[src/rtl/mmio_register_bank_pkg.sv]
// rtl/mmio_register_bank_pkg.sv - shared types and window offsets for mmio_register_bank
package mmio_register_bank_pkg;

  typedef enum logic {
    IDLE = 1'b0,
    RESP = 1'b1
  } mmio_state_t;

  typedef struct packed {
    logic        write;
    logic [31:0] address;
    logic [31:0] wdata;
    logic [3:0]  wstrb;
  } mmio_req_t;

  typedef struct packed {
    logic [31:0] rdata;
    logic        error;
  } mmio_rsp_t;

  localparam logic [31:0] CONTROL_OFFSET = 32'd0;

  function automatic logic [31:0] status_offset(int num_control);
    return 32'(num_control);
  endfunction

  function automatic logic [31:0] change_offset(int num_control, int num_status);
    return 32'(num_control + num_status);
  endfunction

  function automatic logic [31:0] irq_enable_offset(int num_control, int num_status);
    return 32'(num_control + num_status + 1);
  endfunction

  function automatic logic [31:0] strobe_mask(logic [3:0] wstrb);
    return {{8{wstrb[3]}}, {8{wstrb[2]}}, {8{wstrb[1]}}, {8{wstrb[0]}}};
  endfunction

endpackage

[src/rtl/mmio_change_detector.sv]
// rtl/mmio_change_detector.sv - status sampling with sticky write-1-to-clear change flags
module mmio_change_detector #(
  parameter int NUM_STATUS = 1
) (
  input  logic                    clock,
  input  logic                    reset_n,
  input  logic [32*NUM_STATUS-1:0] status_i,
  input  logic                    clr_valid_i,
  input  logic [NUM_STATUS-1:0]   clr_mask_i,
  output logic [32*NUM_STATUS-1:0] sample_o,
  output logic [NUM_STATUS-1:0]   flags_o
);

  logic                     prime_q;
  logic [32*NUM_STATUS-1:0] sample_q;
  logic [NUM_STATUS-1:0]    flags_q, flags_d, set;

  // The first cycle after reset only seeds the samples, so a non-zero status
  // at reset release is not mistaken for a change.
  always_comb begin
    set = '0;
    for (int j = 0; j < NUM_STATUS; j++) begin
      set[j] = !prime_q && (status_i[32*j +: 32] != sample_q[32*j +: 32]);
    end
    flags_d = flags_q;
    if (clr_valid_i) flags_d = flags_d & ~clr_mask_i;
    flags_d = flags_d | set;
  end

  always_ff @(posedge clock or negedge reset_n) begin
    if (!reset_n) begin
      prime_q  <= 1'b1;
      sample_q <= '0;
      flags_q  <= '0;
    end else begin
      prime_q  <= 1'b0;
      sample_q <= status_i;
      flags_q  <= flags_d;
    end
  end

  assign sample_o = sample_q;
  assign flags_o  = flags_q;

endmodule

[src/rtl/mmio_register_bank.sv]
// rtl/mmio_register_bank.sv - control/status register window with valid/ready handshake; option MMIO_CHANGE_IRQ_EN
module mmio_register_bank
  import mmio_register_bank_pkg::*;
#(
  parameter int          NUM_CONTROL   = 6,
  parameter int          NUM_STATUS    = 1,
  parameter logic [31:0] BASE_ADDR     = 32'h20,
  parameter logic [31:0] CONTROL_RESET = 32'h0
) (
  input  logic                     clock,
  input  logic                     reset_n,
  input  logic                     req_valid,
  output logic                     req_ready,
  input  logic                     req_write,
  input  logic [31:0]              req_address,
  input  logic [31:0]              req_wdata,
  input  logic [3:0]               req_wstrb,
  output logic                     rsp_valid,
  input  logic                     rsp_ready,
  output logic [31:0]              rsp_rdata,
  output logic                     rsp_error,
  input  logic [32*NUM_STATUS-1:0]  status_in,
  output logic [32*NUM_CONTROL-1:0] control_out,
  output logic                     irq
);

  localparam logic [31:0] STATUS_OFF = status_offset(NUM_CONTROL);
  localparam logic [31:0] CHANGE_OFF = change_offset(NUM_CONTROL, NUM_STATUS);

  mmio_req_t   req;
  mmio_rsp_t   rsp_q, rsp_d;
  mmio_state_t state_q, state_d;

  logic [31:0]              ctrl_q [NUM_CONTROL];
  logic [31:0]              ctrl_d [NUM_CONTROL];
  logic [32*NUM_STATUS-1:0] sample;
  logic [NUM_STATUS-1:0]    flags, irq_mask;
  logic [31:0]              offset, byte_mask, wmask;
  logic                     accept, is_ctrl, is_stat, is_change, is_irqen, clr_valid;

  assign req = '{write: req_write, address: req_address, wdata: req_wdata, wstrb: req_wstrb};

  assign req_ready = (state_q == IDLE) || rsp_ready;
  assign accept    = req_valid && req_ready;

  // Unsigned wrap pushes addresses below BASE_ADDR far out of the window.
  assign offset    = req.address - BASE_ADDR;
  assign byte_mask = strobe_mask(req.wstrb);
  assign wmask     = req.wdata & byte_mask;
  assign is_ctrl   = offset < STATUS_OFF;
  assign is_stat   = (offset >= STATUS_OFF) && (offset < CHANGE_OFF);
  assign is_change = offset == CHANGE_OFF;
  assign clr_valid = accept && req.write && is_change;

  mmio_change_detector #(
    .NUM_STATUS (NUM_STATUS)
  ) u_change (
    .clock       (clock),
    .reset_n     (reset_n),
    .status_i    (status_in),
    .clr_valid_i (clr_valid),
    .clr_mask_i  (wmask[NUM_STATUS-1:0]),
    .sample_o    (sample),
    .flags_o     (flags)
  );

`ifdef MMIO_CHANGE_IRQ_EN
  localparam logic [31:0] IRQEN_OFF = irq_enable_offset(NUM_CONTROL, NUM_STATUS);

  logic [NUM_STATUS-1:0] irqen_q, irqen_d;
  logic                  irq_q;

  assign is_irqen = offset == IRQEN_OFF;
  assign irqen_d  = (accept && req.write && is_irqen)
                  ? ((irqen_q & ~byte_mask[NUM_STATUS-1:0]) | wmask[NUM_STATUS-1:0])
                  : irqen_q;

  always_ff @(posedge clock or negedge reset_n) begin
    if (!reset_n) begin
      irqen_q <= '0;
      irq_q   <= 1'b0;
    end else begin
      irqen_q <= irqen_d;
      irq_q   <= |(flags & irqen_q);
    end
  end

  assign irq      = irq_q;
  assign irq_mask = irqen_q;
`else
  assign is_irqen = 1'b0;
  assign irq      = 1'b0;
  assign irq_mask = '0;
`endif

  always_comb begin
    rsp_d = '0;
    if (is_ctrl || is_stat || is_change || is_irqen) begin
      if (req.write) begin
        rsp_d.error = is_stat;
      end else begin
        for (int i = 0; i < NUM_CONTROL; i++) begin
          if (offset == CONTROL_OFFSET + 32'(i)) rsp_d.rdata = ctrl_q[i];
        end
        for (int j = 0; j < NUM_STATUS; j++) begin
          if (offset == STATUS_OFF + 32'(j)) rsp_d.rdata = sample[32*j +: 32];
        end
        if (is_change) rsp_d.rdata = 32'(flags);
        if (is_irqen)  rsp_d.rdata = 32'(irq_mask);
      end
    end else begin
      rsp_d.error = 1'b1;
    end
  end

  always_comb begin
    for (int i = 0; i < NUM_CONTROL; i++) begin
      ctrl_d[i] = ctrl_q[i];
      if (accept && req.write && (offset == CONTROL_OFFSET + 32'(i))) begin
        ctrl_d[i] = (ctrl_q[i] & ~byte_mask) | wmask;
      end
    end
  end

  always_comb begin
    state_d = state_q;
    if (accept) begin
      state_d = RESP;
    end else if ((state_q == RESP) && rsp_ready) begin
      state_d = IDLE;
    end
  end

  always_ff @(posedge clock or negedge reset_n) begin
    if (!reset_n) begin
      state_q <= IDLE;
      rsp_q   <= '0;
      for (int i = 0; i < NUM_CONTROL; i++) ctrl_q[i] <= CONTROL_RESET;
    end else begin
      state_q <= state_d;
      if (accept) rsp_q <= rsp_d;
      for (int i = 0; i < NUM_CONTROL; i++) ctrl_q[i] <= ctrl_d[i];
    end
  end

  for (genvar g = 0; g < NUM_CONTROL; g++) begin : g_ctrl_out
    assign control_out[32*g +: 32] = ctrl_q[g];
  end

  assign rsp_valid = (state_q == RESP);
  assign rsp_rdata = rsp_q.rdata;
  assign rsp_error = rsp_q.error;

endmodule

[config.mk]
export PLATFORM = sky130hd
export DESIGN_NAME = mmio_register_bank
export DESIGN_NICKNAME = d
export VERILOG_FILES = /design/src/rtl/mmio_register_bank_pkg.sv /design/src/rtl/mmio_change_detector.sv /design/src/rtl/mmio_register_bank.sv
export SDC_FILE = /design/constraint.sdc
export NUM_CORES = 1
export LEC_CHECK = 0
export BUFFER_PORTS_ARGS = -buffer_cell sky130_fd_sc_hd__buf_2
export CAP_MARGIN = 10
export CELL_PAD_IN_SITES_DETAIL_PLACEMENT = 0
export CELL_PAD_IN_SITES_GLOBAL_PLACEMENT = 2
export CORE_ASPECT_RATIO = 0.7
export CORE_MARGIN = 2
export CORE_UTILIZATION = 38
export CTS_CLUSTER_DIAMETER = 30
export DETAILED_ROUTE_END_ITERATION = 6
export PLACE_DENSITY = 0.93
export SLEW_MARGIN = 20
export SYNTH_ARGS = -nofsm -noshare
export SYNTH_HDL_FRONTEND = slang
export SYNTH_SLANG_ARGS = --single-unit
[constraint.sdc]
create_clock -name clock -period 3.5 [get_ports clock]
set_input_delay 0.35 -clock clock [delete_from_list [all_inputs] [get_ports clock]]
set_output_delay 0.35 -clock clock [all_outputs]
set_load 0.01 [all_outputs]
==> metrics.cfg <==
[timing]
fmax_mhz = 339
setup_violations = 0
min_period_over_period_pct = 84.2
clock_skew_ps = 22.2
fin_tns_setup_ps = 0
grt_setup_unrepaired = false
slew_viol_final = 0
final-hold-violation-count = 0
min_period_ps = 2950
tightest_slew_ps = 715
slew_headroom_pct = 52.3

[synth]
synth_edf_count = 0
ys_seq_area_share_pct = 51.7
netlist.area_leader.share_pct = 51.5
synth_top_cell_by_area = dfrtp_1
yosysUniqueCellTypes = 52
synth_area_leaders = dfrtp_1, mux2_2, nor4_4, a22oi_1, mux4_2
synth_flop_cell = dfrtp_1
async_reset_ff_share_pct = 100
syn-cell-area_um2 = 12600
syn_avg_cell_area_um2 = 12.9
ys_ff_latch = 260
syn_inst = 979
synth_warnings = 0

[outcome]
violations = design-rule violations
status = finished with violations

[placed_design]
place_hpwl_um = 34100
port_buffers = 331
place.gp.congestion = 0.880
place_inst = 1740

[final_layout]
final_common_cell = buf_2
layout-drive-gt1-share_pct = 50.7
final_cell_mix = buf_2, dfrtp_1, mux2_2, a22oi_1, buf_4
nNetsFinal = 1504
stdcell_count = 1865
syn2layout_area_growth_pct = 37.6
fill_cells = 2837

[routing]
wl_per_cell_um = 25.2
wl_met2_um = 20500
drtIter0Drc = 1035
route.detailed.drc = 46
top_layer = met5
vias = 10657
met3_length_um = 4270
final_antenna_net_count = 0
vias_per_cell = 5.71
wl_met1_um = 21600
firstDrtPassIters = 7
postRouteWirelength_um = 47000

[clocking]
clockRootBuffer = clkbuf_16
clockBufferDepth = 3
cts_resized = 0
cts_hold_buf = 34
cts_setup_buffers = 0
clk_latency_ps = 560
htreeDepth = 2
path_clk_slew_ps = 60
cts_sinks = 260
numCtsBuffers = 49
cts_tree = yes

[run]
cap_violations = 0

[critical_path]
cp_max_fo = 37
critical_path_arrival_ps = 3370
endpoint_kind = flip-flop
worstSetupPathType = input port to flip-flop
start_kind = input port
crit_required_ps = 3920
rrSetupSlack_ps = 1050

[floorplanning]
rows = 55
die_x_um = 222
core_area_um2 = 32500
die_area_um2 = 34600
start_util_pct = 38.8
io_pins = 333
die_h_um = 156

[hold_path]
hold_path.class = input port to flip-flop

[power]
power_density_nw_per_um2 = 490
ir_drop_mv = 0.354
p_leak_nw = 8.43

[global_routing]
grt_start_max_net_pins = 83
antenna_found_initial = 2
overflow = 0
gr-usage-all-layers_pct = 26.9
grt_pass1_vias = 10807
grt_first_pass_wirelength_um = 69800

cell families (layout without fill, tap and decap cells):
kind of cell             after synthesis  count (layout)  synth area share [%]
flip-flops                           260             260                  51.7
XOR/XNOR                              35              35                  2.43
adder cells (fa/ha/maj)                1               1                0.0993
AO/OA/AOI/OAI                        172             172                  9.59
buffers and inverters                 70             527                  2.38
multiplexers                         213             213                  20.8
AND/OR/NAND/NOR                      227             227                  13.0
other                                  1               3                0.0298
worst paths after layout:
check	start	endpoint	depth (start not counted)
worst min register to register	u_change.flags_o	u_change.flags_o	1
max in group asynchronous	reset_n	asynchronous set/reset pin	3
worst max-delay path	req_address[5]	flip-flop	12
min in group asynchronous	reset_n	asynchronous set/reset pin	2
worst min-delay path	req_wdata[23]	flip-flop	2
worst max register to register	rsp_valid	flip-flop	8
critical path, stage by stage:
cell and delay (ps):
buf_2 120, inv_1 60, ha_1 290, nor4b_2 310, nand4b_1 220, o31ai_1 280, nand2_1 110, or2_2 320
buf_12 230, nor4_4 470, buf_4 240, mux2_2 350
per-stage QoR:
step	setup slack [ps]	hold WS [ps]	total power, W	utilization, %	area [um^2]
after floorplan	506	54.4	0.00328	-	12600
after global placement	168	389	0.00355	46.9	15200
after detailed placement	74.4	392	0.00356	46.9	15200
after CTS	634	74.1	0.00855	53.4	17300
after global routing	411	89.2	0.00874	53.4	17300
final	553	101	0.00849	53.4	17300
layer usage:
metal | vias up | global-route usage (%)
li1 | 4658 | -
met1 | 5464 | 38.4
met2 | 475 | 40.4
met3 | 58 | 8.43
met4 | 2 | 5.28
met5 | - | 0
Yosys cell counts (2+ instances only):
library cell and number:
buf_4 3, a21oi_1 17, or4_1 14, dfrtp_1 259, buf_6 3, nor4_1 8
and3_1 2, nand3_1 37, mux2_2 192, nor4_4 24, mux4_2 20, o21a_1 2
nand4b_1 2, buf_2 3, nor2_1 13, o21ai_0 22, a22oi_1 65, xnor2_1 34
nor3_1 42, nand2b_1 4, o2111ai_1 2, buf_1 5, clkbuf_1 50, and2_1 14
inv_1 5, nand2_1 23, o31ai_1 2, nand4_1 18, o22ai_1 12, nor2b_1 16
nand3b_1 2, a32oi_1 19, or3_1 2, a31oi_1 13, a2111oi_0 13
final cells by class:
| cell class | count | area (um^2) | area share (%) |
|---|---|---|---|
| inverter | 6 | 22.5 | 0.130 |
| timing repair buffer | 431 | 2690 | 15.5 |
| sequential | 260 | 6510 | 37.5 |
| tap | 427 | 534 | 3.08 |
| clock buffer | 62 | 1360 | 7.82 |
| multi-input combinational | 650 | 5830 | 33.6 |
| antenna | 1 | 2.50 | 0.0144 |
| clock inverter | 28 | 390 | 2.25 |
power breakdown:
part	switching (W)	internal, W	total [W]
clock	0.00166	0.00328	0.00495
sequential	0.0000229	0.00303	0.00306
combinational	0.000318	0.000171	0.000488
Note: power is estimated with default switching activity, not from simulation.
